`src/rtl/tx_fifo_drain_ctrl.sv`:
```
// Transmit FIFO sequencer: gates CPU writes during settling/almost-full and
// drains 32-bit words from a fixed-latency FIFO as four bytes over valid/ready.
module tx_fifo_drain_ctrl #(
    parameter int READ_LATENCY = 2,
    parameter int INIT_CYCLES  = 8,
    parameter bit LSB_FIRST    = 1'b1
) (
    input  logic        clk,
    input  logic        rst,
    input  logic        en,
    input  logic        cpu_we,
    input  logic [31:0] cpu_din,
    output logic        cpu_stall,
    output logic        fifo_we,
    output logic [31:0] fifo_din,
    input  logic        fifo_almost_full,
    input  logic        fifo_empty,
    output logic        fifo_re,
    input  logic [31:0] fifo_dout,
    output logic [7:0]  tx_data,
    output logic        tx_valid,
    input  logic        tx_ready,
    output logic        init_done,
    output logic        busy,
    output logic [15:0] words_sent
);

    localparam int IW = (INIT_CYCLES > 1) ? $clog2(INIT_CYCLES) : 1;
    localparam int LW = (READ_LATENCY > 1) ? $clog2(READ_LATENCY) : 1;
    localparam logic [IW-1:0] INIT_LAST = IW'(INIT_CYCLES - 1);
    localparam logic [LW-1:0] LAT_LAST  = LW'(READ_LATENCY - 1);

    typedef enum logic [2:0] {
        S_INIT,
        S_IDLE,
        S_REQ,
        S_WAIT,
        S_SEND
    } state_t;

    state_t          state_q;
    logic [IW-1:0]   initCnt_q;
    logic [LW-1:0]   lat_q;
    logic [1:0]      byteIdx_q;
    logic [31:0]     word_q;
    logic            fifoRe_q;
    logic            txValid_q;
    logic [7:0]      txData_q;
    logic            busy_q;
    logic            initDone_q;
    logic [15:0]     wordsSent_q;
    logic            popNext;

    function automatic logic [7:0] selByte(input logic [31:0] w, input logic [1:0] k);
        logic [4:0] sh;
        sh = LSB_FIRST ? {k, 3'b000} : 5'(5'd24 - {k, 3'b000});
        return 8'(w >> sh);
    endfunction

    // The empty flag is only trusted at decision points, so each new word is re-qualified here.
    assign popNext   = en & ~fifo_empty;

    assign cpu_stall = ~initDone_q | fifo_almost_full;
    assign fifo_we   = cpu_we & ~cpu_stall;
    assign fifo_din  = cpu_din;

    assign fifo_re    = fifoRe_q;
    assign tx_valid   = txValid_q;
    assign tx_data    = txData_q;
    assign busy       = busy_q;
    assign init_done  = initDone_q;
    assign words_sent = wordsSent_q;

    always_ff @(posedge clk or posedge rst) begin
        if (rst) begin
            state_q     <= S_INIT;
            initCnt_q   <= '0;
            lat_q       <= '0;
            byteIdx_q   <= '0;
            word_q      <= '0;
            fifoRe_q    <= 1'b0;
            txValid_q   <= 1'b0;
            txData_q    <= '0;
            busy_q      <= 1'b0;
            initDone_q  <= 1'b0;
            wordsSent_q <= '0;
        end else begin
            case (state_q)
                S_INIT: begin
                    if (initCnt_q == INIT_LAST) begin
                        initDone_q <= 1'b1;
                        state_q    <= S_IDLE;
                    end else begin
                        initCnt_q <= initCnt_q + 1'b1;
                    end
                end
                S_IDLE: begin
                    if (popNext) begin
                        state_q  <= S_REQ;
                        fifoRe_q <= 1'b1;
                        busy_q   <= 1'b1;
                    end
                end
                S_REQ: begin
                    fifoRe_q <= 1'b0;
                    lat_q    <= '0;
                    state_q  <= S_WAIT;
                end
                S_WAIT: begin
                    // The last wait cycle is the one where fifo_dout carries the popped word.
                    if (lat_q == LAT_LAST) begin
                        word_q    <= fifo_dout;
                        byteIdx_q <= '0;
                        txValid_q <= 1'b1;
                        txData_q  <= selByte(fifo_dout, 2'd0);
                        state_q   <= S_SEND;
                    end else begin
                        lat_q <= lat_q + 1'b1;
                    end
                end
                S_SEND: begin
                    if (tx_ready) begin
                        if (byteIdx_q == 2'd3) begin
                            txValid_q   <= 1'b0;
                            wordsSent_q <= wordsSent_q + 16'd1;
                            if (popNext) begin
                                state_q  <= S_REQ;
                                fifoRe_q <= 1'b1;
                            end else begin
                                state_q <= S_IDLE;
                                busy_q  <= 1'b0;
                            end
                        end else begin
                            byteIdx_q <= byteIdx_q + 2'd1;
                            txData_q  <= selByte(word_q, byteIdx_q + 2'd1);
                        end
                    end
                end
                default: state_q <= S_INIT;
            endcase
        end
    end

endmodule

```
`config.mk`:
```
export PLATFORM = sky130hd
export DESIGN_NAME = tx_fifo_drain_ctrl
export DESIGN_NICKNAME = d
export VERILOG_FILES = /design/src/rtl/tx_fifo_drain_ctrl.sv
export SDC_FILE = /design/constraint.sdc
export NUM_CORES = 1
export LEC_CHECK = 0
export BUFFER_PORTS_ARGS = -buffer_cell sky130_fd_sc_hd__buf_2
export CAP_MARGIN = 20
export CORE_MARGIN = 2
export CORE_UTILIZATION = 49
export DETAILED_ROUTE_END_ITERATION = 16
export GPL_TIMING_DRIVEN = 0
export PLACE_DENSITY = 0.8
export SLEW_MARGIN = 15
export SYNTH_ARGS = -nofsm -noshare
export SYNTH_HDL_FRONTEND = slang
export SYNTH_SLANG_ARGS = --single-unit
export TNS_END_PERCENT = 1
```
`constraint.sdc`:
```
create_clock -name clk -period 2.5 [get_ports clk]
set_clock_uncertainty 0.2 [all_clocks]
set_input_delay 0.375 -clock clk [delete_from_list [all_inputs] [get_ports clk]]
set_output_delay 0.375 -clock clk [all_outputs]
set_load 0.005 [all_outputs]
```
==> key figures <==
Power and ir drop
  • Comb power frac: 35.8%
  • PD cells: 957 nW/um^2
  • Maximum VDD drop: 0.616 mV
  • Register share of total power: 43.9%
  • PnR Total Power: 0.00409 W
  • P_int: 0.00279 W
  • Switching Fraction: 31.8%
  • Clock share of power: 20.3%
  • P_sw: 0.00130 W
  • Leakage: 2.06 nW

Detailed routing
  • Wire per inst: 14.1 um
  • DR vias: 2526
  • First-pass DRT Iterations: 4
  • Drt drc: 0
  • Antenna Violating Nets Remaining: 0
  • DRT iter0 DRCs: 70
  • Routed Wire Length: 7.02 mm
  • DR vias/cell: 5.07

Clock network
  • Reg clk slew, reported paths: 0.08 ns
  • Hold-fix buffers at CTS: 1
  • H-tree depth: 3
  • Setup bufs post-CTS: 0
  • Clk root buf: clkbuf_8
  • TritonCTS Buffers: 9
  • Clock latency at the later pin of the worst-skew pair: 0.34 ns
  • Post-CTS Resized: 0
  • CTS tree: yes
  • Clock sink count: 69
  • Max clock buf depth: 2

Finish
  • Nets: 472
  • Inserted Diodes: 0
  • Area of the multi-input gates: 1340 um^2
  • Register area: 1730 um^2
  • Filler cells: 547
  • Layout cells sized above 1: 52.7%
  • Post-Layout Inst Area: 4280 um^2
  • Synthesis-to-finish area growth: 24.7%

Setup path
  • FF-to-FF path depth: 5
  • Worst-path fanout max: 10
  • Critical path origin: state_q[0]$_DFFE_PP0P_
  • RR Endpoint: words_sent[1]$_DFFE_PP0P_
  • Critical Path Source Type: flip-flop
  • WP data required: 2.53 ns
  • Critical Path End Type: flip-flop
  • WP data arrival: 2.14 ns
  • Critical path class: reg -> reg
  • Worst r2r src: state_q[0]$_DFFE_PP0P_
  • FF-to-FF setup slack: 0.39 ns
  • Setup crit end: words_sent[1]$_DFFE_PP0P_

STA
  • Fin. Hold Viols: 0
  • Fin crit share: 84.5%
  • Max-slew headroom: 55.9%
  • RSZ-0062 raised after global routing: false
  • Hold WS: 0.0591 ns
  • Worst slew pin tran: 0.656 ns
  • Fmax: 473 MHz
  • Slew Viols, Final: 0
  • Finish-stage setup viols: 0
  • Minimum clock period: 2.11 ns
  • Final setup TNS: 0 ns

Run
  • Max Cap Violations: 0

Place
  • Placed cell area: 4080 um^2
  • I/O Buffers: 100
  • RePlAce Congestion: 0.814
  • Post-DP HPWL: 5.09 mm

Yosys
  • Synth top area share: 50.3%
  • Mean Syn Cell Area: 12.1 um^2
  • Most common flop cell mapped by yosys: dfrtp_1
  • Synthesized flop and latch total: 69
  • Net Count, Synth: 359
  • Synth area leader: dfrtp_1
  • Number of synthesized flops with an enable pin: 0
  • Synth warnings: 0
  • Synth Instances: 284
  • Post-synthesis cell type count: 40
  • Top cells by count, synth: 69 x dfrtp_1, 35 x mux2_2, 34 x buf_4, 23 x nand2_1
  • FFs w/ async S/R, synth: 100%
  • Most common cell in the netlist: dfrtp_1
  • Top cells by area, synth: dfrtp_1 50%, mux2_2 11%, buf_4 7.4%
  • Synthesized area: 3430 um^2
  • Post-synthesis sequential area ratio: 50.3%

Floorplan
  • Die Height: 87.7 um
  • Initial core utilization: 50.5%
  • Core area: 6790 um^2
  • Die Wd: 87.7 um
  • Number of top-level pins: 133
  • Num rows: 30
  • Area of the die: 7690 um^2

Global route
  • First-pass GRT wire length: 11.1 mm
  • Vias in the first global route: 2409
  • Total track usage: 19.0%
  • Total gr overflow: 0
  • Initial antenna violation count: 0
  • Largest net degree at the start of global routing: 52

Status
  • Status: complete, no violations

Worst hold path
  • Hold WC Path Type: in -> reg
-- layout make-up --
type                            instances  share of cell area (%)
Sequential cell                        69                    40.4
Tap cell                               96                    2.81
Multi-Input combinational cell        161                    31.4
Clock buffer                           10                    3.22
Clock inverter                          6                    1.11
Inverter                                9                   0.848
Timing Repair Buffer                  102                    12.6
Buffer                                 45                    7.67
-- sequential cells by signal (all words and copies together) (netlist names) --
| name | cells |
|---|---|
| lat_q | 1 |
| fifo_re | 1 |
| initCnt_q | 3 |
| words_sent | 16 |
| busy | 1 |
| word_q | 32 |
| byteIdx_q | 2 |
| tx_data | 8 |
| state_q | 3 |
| tx_valid | 1 |
| init_done | 1 |
-- power by group through the flow --
stage	Combinational (W)	Clock [W]	Sequential, W
global placement	0.00142	0	0.00179
CTS	0.00149	0.000857	0.00179
finish	0.00147	0.000830	0.00180
detailed placement	0.00148	0	0.00181
global route	0.00163	0.000907	0.00185
floorplan	0.00110	0	0.00175
-- how the worst min path moves through the flow --
| stage | start | to | cells after the start |
|---|---|---|---|
| floorplan | initCnt_q[0]$_DFFE_PP0P_ | initCnt_q[0]$_DFFE_PP0P_ | 1 |
| global placement | words_sent[15]$_DFFE_PP0P_ | words_sent[15]$_DFFE_PP0P_ | 1 |
| detailed placement | rst | words_sent[15]$_DFFE_PP0P_ | 2 |
| CTS | fifo_dout[24] | word_q[24]$_DFFE_PP0P_ | 2 |
| global route | fifo_dout[8] | word_q[8]$_DFFE_PP0P_ | 2 |
| finish | fifo_dout[24] | word_q[24]$_DFFE_PP0P_ | 2 |
-- stage by stage --
stage / setup WS (ns) / util [%] / instances
finish: 0.388 / 62.9 / 498
CTS: 0.338 / 62.9 / 498
detailed placement: 0.347 / 60.1 / 481
global route: 0.252 / 62.9 / 498
global placement: -0.646 / 59.6 / 480
floorplan: 0.185 / - / 284
-- metal layers --
metal,wire [um],track usage [%],part of all wire [%],vias to the layer above
li1,-,-,-,1188
met5,0,0,0,-
met1,2890,23.5,41,1238
met3,353,3.68,5.0,9
met2,3680,32.7,52,91
met4,97,7.41,1.4,0
-- worst max-delay path: stages, from the launching register on --
cell     delay (ns)
dfrtp_1        0.37
buf_2          0.18
nor3b_2        0.55
and2_1         0.22
buf_4          0.15
mux2_2         0.33
-- cell usage in the layout (no fill, tap or decap), types with 3 or more instances in the layout --
master	instances
buf_4	34
ha_1	4
nand3_1	9
nor2_1	12
clkinv_4	3
a31oi_1	8
xor2_1	4
nand4_1	4
o21ai_0	5
mux4_2	8
mux2_2	35
xnor2_1	12
buf_2	107
dfrtp_1	69
nand2b_1	3
buf_6	3
inv_1	8
nor4_1	3
a21oi_1	6
nand2_1	23
clkbuf_8	10
-- cell families (layout without fill, tap and decap cells) --
| family | Yosys count | count (layout) | synth area share, % |
|---|---|---|---|
| fa+ha+maj | 4 | 4 | 1.46 |
| simple gates | 69 | 69 | 10.9 |
| mux | 45 | 45 | 17.3 |
| flops | 69 | 69 | 50.3 |
| buf+inv | 54 | 172 | 10.5 |
| compound gates | 27 | 27 | 5.33 |
| xor+xnor | 16 | 16 | 4.08 |
Note: power is estimated with default switching activity, not from simulation.
